`src/rtl/seq_divider_pkg.sv`:
```
// seq_divider_pkg: state encoding and sizing helper shared by the divider files
package seq_divider_pkg;
  typedef enum logic [1:0] {
    S_IDLE = 2'd0,
    S_CALC = 2'd1,
    S_DONE = 2'd2
  } state_t;
  function automatic int cnt_w(input int w);
    return (w > 2) ? $clog2(w) : 1;
  endfunction
endpackage

```
`src/rtl/seq_divider_step.sv`:
```
// seq_divider_step: one combinational restoring-division iteration
module seq_divider_step #(
  parameter int WIDTH = 4
) (
  input  logic [WIDTH-1:0] r,
  input  logic [WIDTH-1:0] q,
  input  logic [WIDTH-1:0] d,
  output logic [WIDTH-1:0] r_next,
  output logic [WIDTH-1:0] q_next
);
  logic [WIDTH:0] rs, t;
  // the partial remainder stays below d, so r_next always fits in WIDTH bits
  always_comb begin
    rs = {r, q[WIDTH-1]};
    t = rs - {1'b0, d};
    r_next = t[WIDTH] ? rs[WIDTH-1:0] : t[WIDTH-1:0];
    q_next = {q[WIDTH-2:0], ~t[WIDTH]};
  end
endmodule

```
`src/rtl/seq_divider.sv`:
```
// seq_divider: multi-cycle unsigned restoring divider with start/done handshake
module seq_divider
  import seq_divider_pkg::*;
#(
  parameter int WIDTH = 4
) (
  input  logic             clk,
  input  logic             rst_n,
  input  logic             start,
  input  logic [WIDTH-1:0] dividend,
  input  logic [WIDTH-1:0] divisor,
  output logic             busy,
  output logic             done,
  output logic [WIDTH-1:0] quot,
  output logic [WIDTH-1:0] rem,
  output logic             div_zero
);
  localparam int CNT_W = cnt_w(WIDTH);
  state_t state;
  logic [CNT_W-1:0] cnt;
  logic [WIDTH-1:0] r, q, d, r_next, q_next;
  seq_divider_step #(.WIDTH(WIDTH)) u_step (
    .r(r), .q(q), .d(d), .r_next(r_next), .q_next(q_next)
  );
  always_ff @(posedge clk or negedge rst_n) begin
    if (!rst_n) begin
      state <= S_IDLE;
      cnt <= '0;
      r <= '0;
      q <= '0;
      d <= '0;
      busy <= 1'b0;
      done <= 1'b0;
      quot <= '0;
      rem <= '0;
      div_zero <= 1'b0;
    end else begin
      done <= 1'b0;
      case (state)
        S_IDLE: if (start) begin
          d <= divisor;
          r <= '0;
          q <= dividend;
          cnt <= '0;
          busy <= 1'b1;
          if (divisor == '0) begin
            state <= S_DONE;
            done <= 1'b1;
            quot <= '1;
            rem <= dividend;
            div_zero <= 1'b1;
          end else begin
            state <= S_CALC;
          end
        end
        S_CALC: begin
          r <= r_next;
          q <= q_next;
          cnt <= cnt + 1'b1;
          if (cnt == CNT_W'(WIDTH - 1)) begin
            state <= S_DONE;
            done <= 1'b1;
            quot <= q_next;
            rem <= r_next;
            div_zero <= 1'b0;
          end
        end
        default: begin
          state <= S_IDLE;
          busy <= 1'b0;
        end
      endcase
    end
  end
endmodule

```
`config.mk`:
```
export PLATFORM = sky130hd
export DESIGN_NAME = seq_divider
export DESIGN_NICKNAME = d
export VERILOG_FILES = /design/src/rtl/seq_divider_pkg.sv /design/src/rtl/seq_divider_step.sv /design/src/rtl/seq_divider.sv
export SDC_FILE = /design/constraint.sdc
export NUM_CORES = 1
export LEC_CHECK = 0
export CAP_MARGIN = 0
export CORE_MARGIN = 3
export CORE_UTILIZATION = 25
export CTS_BUF_LIST = sky130_fd_sc_hd__clkbuf_4 sky130_fd_sc_hd__clkbuf_8
export DETAILED_ROUTE_END_ITERATION = 10
export HOLD_SLACK_MARGIN = 0.05
export SYNTH_ARGS = -nofsm -noshare
export SYNTH_HDL_FRONTEND = slang
export SYNTH_SLANG_ARGS = --single-unit
```
`constraint.sdc`:
```
create_clock -name clk -period 1.8 [get_ports clk]
set_input_delay 0.18 -clock clk [delete_from_list [all_inputs] [get_ports clk]]
set_output_delay 0.18 -clock clk [all_outputs]
set_load 0.02 [all_outputs]
```
=== Word level (Yosys, flattened, before mapping) ===
Index checks and enable logic that the tools add are counted.

* Bits in read-only memories: 0
* Register bits: 27
* Memories: 0
* Bits in writable memories: 0
* Latch bits: 0

* Equality and inequality tests: 5
* Shift-type cells: 0
* Divide/modulo/power cells: 0
* Mux-type cells: 29
* Bitwise operators: 2
* Multiply operators: 0
* Add/subtract/negate cells: 2
* Reductions and logical operators: 8
* Magnitude comparators: 0

{| class="wikitable"
|+ Operators with widths
! cell !! number
|-
| $mux W4 || 9
|-
| $pmux W4 S2 || 4
|-
| $mux W2 || 4
|-
| $pmux W2 S2 || 2
|-
| $reduce_and A2 Y1 || 4
|-
| $mux W1 || 7
|-
| $ne A2 B2 Y1 const B || 3
|-
| $pmux W1 S2 || 3
|-
| $sub A5 B4 Y5 || 1
|-
| $logic_not A4 Y1 || 1
|-
| $reduce_and A4 Y1 || 1
|-
| $add A2 B1 Y2 const B || 1
|-
| $eq A2 B1 Y1 const B || 1
|-
| $eq A2 B2 Y1 const B || 1
|-
| $logic_not A2 Y1 || 1
|-
| $not A1 Y1 || 2
|-
| $reduce_bool A2 Y1 || 1
|}

=== Logic depth before layout (Yosys ltp) ===
* Depth after elaboration: 4
* Gate-level depth with buffers: 8
* Mapped depth without buffers: 8

=== By module ===
A second synthesis with hierarchy kept.

* Cell total of the unflattened synthesis: 119
* Area, all modules: 1450.1 um^2

{| class="wikitable"
|+ By module, submodules not included
! module !! seq. area each (um^2) !! cells an instance !! instances !! area an instance (um^2)
|-
| seq_divider || 675.6 || 92 || 1 || 1223.7
|-
| seq_divider_step || 0.0 || 27 || 1 || 226.5
|}

=== Least setup slack after synthesis ===
OpenSTA, ideal clock, no wires.

* Path kind: reg-to-reg
* Start: register q[3]
* End: register rem[3]
* Clock period less this slack: 1.963 ns
* Path buffers: 0
* Cell stages (with the launch flop): 9
* Data required time: 1.661 ns
* Slack: -0.163 ns
* Data arrival time: 1.824 ns
* Setup time: 0.139 ns
* Cells stage by stage: dfrtp_1 -> inv_1 -> ha_1 -> fa_1 -> nand2b_1 -> a21oi_4 -> xnor2_1 -> nand2b_1 -> a41oi_2

* Cells in the longest elaborated chain, start to end: 4

{| class="wikitable"
|+ Ends and longest elaborated chain
! what !! line !! source
|-
| start, declared || seq_divider.sv:21 || <nowiki>logic [WIDTH-1:0] r, q, d, r_next, q_next;</nowiki>
|-
| start signal, assigned || seq_divider.sv:43 || <nowiki>q <= dividend;</nowiki>
|-
| start signal, assigned || seq_divider.sv:58 || <nowiki>q <= q_next;</nowiki>
|-
| $sub A5 B4 Y5 || seq_divider_step.sv:15 || <nowiki>t = rs - {1'b0, d};</nowiki>
|-
| $mux W4 || seq_divider_step.sv:16 || <nowiki>r_next = t[WIDTH] ? rs[WIDTH-1:0] : t[WIDTH-1:0];</nowiki>
|-
| $mux W4 || seq_divider.sv:60 || <nowiki>if (cnt == CNT_W'(WIDTH - 1)) begin</nowiki>
|-
| $pmux W4 S2 || seq_divider.sv:39 || <nowiki>case (state)</nowiki>
|-
| end signal, assigned || seq_divider.sv:50 || <nowiki>rem <= dividend;</nowiki>
|-
| end signal, assigned || seq_divider.sv:64 || <nowiki>rem <= r_next;</nowiki>
|-
| end, declared || seq_divider.sv:15 || <nowiki>output logic [WIDTH-1:0] rem,</nowiki>
|}

Every way passes these cells. The select of a mux whose other input is x is not followed.
A chain may end at the register's enable or synchronous reset.

=== Final worst setup path ===
* Start: register d[0]
* End: register rem[3]

* Cells in the longest elaborated chain, start to end: 4

{| class="wikitable"
|+ Ends and longest elaborated chain
! what !! line !! source
|-
| start, declared || seq_divider.sv:21 ||
|-
| start signal, assigned || seq_divider.sv:41 || <nowiki>d <= divisor;</nowiki>
|-
| $sub A5 B4 Y5 || seq_divider_step.sv:15 ||
|-
| $mux W4 || seq_divider_step.sv:16 ||
|-
| $mux W4 || seq_divider.sv:60 ||
|-
| $pmux W4 S2 || seq_divider.sv:39 ||
|}

Every way passes these cells. The select of a mux whose other input is x is not followed.

==> summary.md <==
The async set-reset flop share out of synthesis came out at 1.00. The region available for standard cell placement spans 0.00524 mm2. In this run the deepest clock path goes through 2 buffers. The run gives 3 as the clock buffer count from CTS.

The ratio of total power to cell area works out to 2080 mW/mm2. The tools report the reg-to-reg endpoint as rem[3]$_DFFE_PN0P_. The pin count of the biggest net entering global routing came out at 28. The type of the worst min-delay path is input port to asynchronous set/reset pin. The multi-input combinational cells in the finished layout cover a total of 706 um2.

The via count of the first global-routing pass is 1,091. For the worst setup path, the data required time is 1.95 ns. The sequential share of the synthesized area is 0.486. TritonCTS built the clock tree. After technology mapping, the gate count stands at 143. The later pin in the worst-skew pair is clocked with a latency of 0.28 ns. At the placement stage, the worst setup path has a slack of -0.157 ns. Once layout is done, the placed cells without fillers occupy 0.00192 mm2. The run gives 0 as the number of antenna repair diodes.

The critical path depth in cells works out to 7. Cell type group with the largest total delay on the critical path: adder cells. Share of the synthesized area in compound gates (AO/OA/AOI/OAI): 0.188. During synthesis, Yosys emitted a total of 0 warnings. The run gives 0.887 as the global placement routability congestion.

The final worst-path cycle share works out to 1.07. Worst setup path endpoint: rem[3]$_DFFE_PN0P_. Along the worst path, the maximum fanout reaches 5.

Counting every net in the synthesized netlist gives 160. The most used flip-flop cell after synthesis was sky130_fd_sc_hd__dfrtp_1. Using the TritonRoute via totals, the vias-per-cell ratio works out to 4.51.

The clock slew at the register clock pins of the worst setup and hold paths is 0.10 ns, and the number of cells after detailed placement is 247. By startpoint and endpoint, the worst setup path is classified as register to register. The most used cell along the critical path was sky130_fd_sc_hd__nand2b_4.

The fraction of final layout cells sized beyond drive strength 1 was 0.224; the initial antenna violation count was 0. Port buffering added 21 buffers. After global routing the overflow that remains totals 0. The mapped netlist covers 0.00139 mm2. Detailed placement finished with a half-perimeter wire length of 2470 um. Counting both buffers and inverters, the worst setup path holds a total of 0. Setup violations remaining at the end of the flow were counted as 10. The number of max-cap violations was 0; the average footprint of a synthesized cell was 9.73 um2. Counting instances in the post-synthesis netlist gives the leading cell types as 27 x sky130_fd_sc_hd__dfrtp_1, 22 x sky130_fd_sc_hd__nand2_1, 16 x sky130_fd_sc_hd__nor2_1. The number of hold-repair buffers added at the cts stage is 0. For the count of non-filler cells in the finished layout, the log shows 253.

Overall via count from detail_route: 1,142. The largest family of logic cells by synthesized area was simple AND/OR/NAND/NOR gates. The starting density of the core is 0.266. The synthesized design contains 27 register bits.

The logs give 0.00650 mm2 for the area enclosed by the die boundary and 0.767 for the max-slew headroom at the worst pin. In this run the remaining antenna-violating nets after routing total 0. Maximum frequency from static timing analysis: 521 MHz. The die is 80.6 um tall.

Fill cells in the final layout number 516. In this run the cell area measured after placement is 0.00184 mm2. The analysis attributes to cell leakage a power of 0.000833 uW. The number of different library cells used by synthesis comes to 36.

After detailed routing, the number of remaining DRC violations is 0. The delay of the slowest cell on the worst path is 0.43 ns, and the final hold violation count is 0. The pre-antenna-repair detailed-routing pass consisted of 4 iterations. Setup repair after global routing could not meet its margin everywhere.

Yosys mapped a number of flops with a built-in enable equal to 0. The number of levels the H-tree was split into is 1. After synthesis, the cell types taking the most area are sky130_fd_sc_hd__dfrtp_1 49%, sky130_fd_sc_hd__nand2_1 5.9%, sky130_fd_sc_hd__ha_1 4.5%.

The largest total area in the synthesized netlist belongs to sky130_fd_sc_hd__dfrtp_1. Capturing element type of the critical path: a register. The logs give -0.119 ns for the worst setup slack after layout and 0.109 for the global routing usage summed across all routing layers. In this run the critical register-to-register path is launched from d[0]$_DFFE_PN0P_.

Among all stages on the critical path, the largest delay is contributed by sky130_fd_sc_hd__dfrtp_1. The first routing iteration left 33 violations. Relative to the synthesized area, the layout overhead comes to 38.0%. After detailed routing, the average wire length per cell comes to 12.8 um. The fraction of the mapped netlist area in adder cells works out to 0.0594. The clock drives 27 sinks. The horizontal die dimension came out at 80.6 um. The tightest hold path in the finished design has a slack of 0.270 ns.

The logs give 2.07 ns for the critical path arrival and 0 for the number of max-slew violations in the final report. Synthesized-area fraction occupied by and/or/nand/nor cells: 0.200. The proportion of netlist area held by the largest area contributor is 0.486. STA classifies the critical path startpoint as a register. Overall power consumption after layout is estimated at 4000 uW.

The flow ran to the end, but the final reports show violations. The worst register-to-register path has a setup slack of -0.12 ns. The final reports fail on setup timing. The tree is rooted in a sky130_fd_sc_hd__clkbuf_8.

Wire length of the first global-routing pass: 5420 um. The multiplexer share of the synthesized area is 0.00719. The xor/xnor cell area share of the yosys netlist works out to 0.0189.

The measured slew at the worst slew-check pin was 0.350 ns. Row generation in the floorplan step produced 26 rows. The startpoint of the worst setup timing path was d[0]$_DFFE_PN0P_. The tools report the post-detailed-routing wire length as 3240 um. The net count reported at finish is 201, and the total area of sequential cells is 676 um2. In this run the count of I/O pins placed on the die edge is 22. The most frequent cell after synthesis was sky130_fd_sc_hd__dfrtp_1. Walking the worst path, the cells encountered are ha_4, fa_2, nand2b_4, a21oi_4, xnor2_2, nand2b_4, a41oi_2.

The number of cell instances on the worst register-to-register path was 7. IR analysis of the VDD net gives a maximum drop of 0.910 mV. Worst clock skew on the final layout: 0.00598 ns. The shortest clock period the worst path allows after layout was 1.92 ns.
## worst min path at each step
stage                                   start                   to
after global routing                    rst_n   rem[1]$_DFFE_PN0P_
after floorplan                         rst_n     busy$_DFFE_PN0P_
after global placement    quot[2]$_DFFE_PN0P_  quot[2]$_DFFE_PN0P_
after detailed placement  quot[2]$_DFFE_PN0P_  quot[2]$_DFFE_PN0P_
final                                   rst_n     r[1]$_DFFE_PN0P_
after CTS                               rst_n   rem[1]$_DFFE_PN0P_
## state kept, by name, summed over array words and instances (netlist names)
register / flops
div_zero: 1
state: 2
d: 4
cnt: 2
r: 4
rem: 4
done: 1
quot: 4
busy: 1
q: 4
## stage by stage
| stage | TNS (ns) | utilization |
|---|---|---|
| global placement | -0.279 | 0.351 |
| finish | -0.574 | 0.367 |
| floorplan | -0.190 | - |
| CTS | -0.628 | 0.365 |
| detailed placement | -0.882 | 0.351 |
| global route | -1.23 | 0.367 |
## cells by family after synthesis
kind of cell	count (synthesis)
AO/OA/AOI/OAI	36
adder cells (fa/ha/maj)	6
buffers and inverters	12
multiplexers	1
AND/OR/NAND/NOR	58
flip-flops	27
XOR/XNOR	3
## worst reg2reg max path, delay by kind of cell (launching register included)
family	cells	cell delay, ns
adders and majority gates	2	0.52
AOI/OAI and AO/OA	2	0.35
and+or+nand+nor	2	0.33
DFF	1	0.43
xor gates and xnor gates	1	0.17
## what timing repair did
| item | CTS | global route |
|---|---|---|
| buffers inserted | 1 | 1 |
| endpoints found under the setup margin | 10 | 10 |
| resized for setup | 3 | 1 |
| pin swaps | 2 | 1 |
## area by class of cell
| type | instances | share of cell area |
|---|---|---|
| clock buffer | 3 | 0.0215 |
| clock inverter | 1 | 0.00391 |
| inverter | 6 | 0.0117 |
| multi-input combinational | 104 | 0.367 |
| sequential | 27 | 0.352 |
| tap | 70 | 0.0456 |
| timing repair buffer | 42 | 0.198 |
## placed cells by master, fill, tap and decap left out, types with 2 or more instances in the layout
master                            count
sky130_fd_sc_hd__a41oi_1              2
sky130_fd_sc_hd__clkdlybuf4s50_1     21
sky130_fd_sc_hd__nand2b_1             5
sky130_fd_sc_hd__o21ai_1              3
sky130_fd_sc_hd__o21ai_0              7
sky130_fd_sc_hd__nor2_1              15
sky130_fd_sc_hd__inv_1                5
sky130_fd_sc_hd__buf_4               20
sky130_fd_sc_hd__and3_1               3
sky130_fd_sc_hd__dfrtp_1             27
sky130_fd_sc_hd__clkbuf_8             3
sky130_fd_sc_hd__nand2b_4             2
sky130_fd_sc_hd__a21oi_1              6
sky130_fd_sc_hd__nand3_1              4
sky130_fd_sc_hd__nor3_1               2
sky130_fd_sc_hd__ha_1                 4
sky130_fd_sc_hd__o22a_1               2
sky130_fd_sc_hd__nand2_1             22
sky130_fd_sc_hd__a31oi_1              4
sky130_fd_sc_hd__a211o_1              2
## per-layer routing
| layer | part of all wire | global-route usage |
|---|---|---|
| met2 | 0.43 | 0.154 |
| met3 | 0.048 | 0.0291 |
| met1 | 0.52 | 0.163 |
| met4 | 0.0093 | 0.0253 |
| met5 | 0 | 0 |
## power breakdown
| group | total, uW | internal (uW) | switching [uW] |
|---|---|---|---|
| clock network | 360 | 158 | 203 |
| registers | 1100 | 898 | 200 |
| logic | 2540 | 1260 | 1290 |
| total | 4000 | 2310 | 1690 |
No activity file was read; power rests on OpenSTA's default activity.
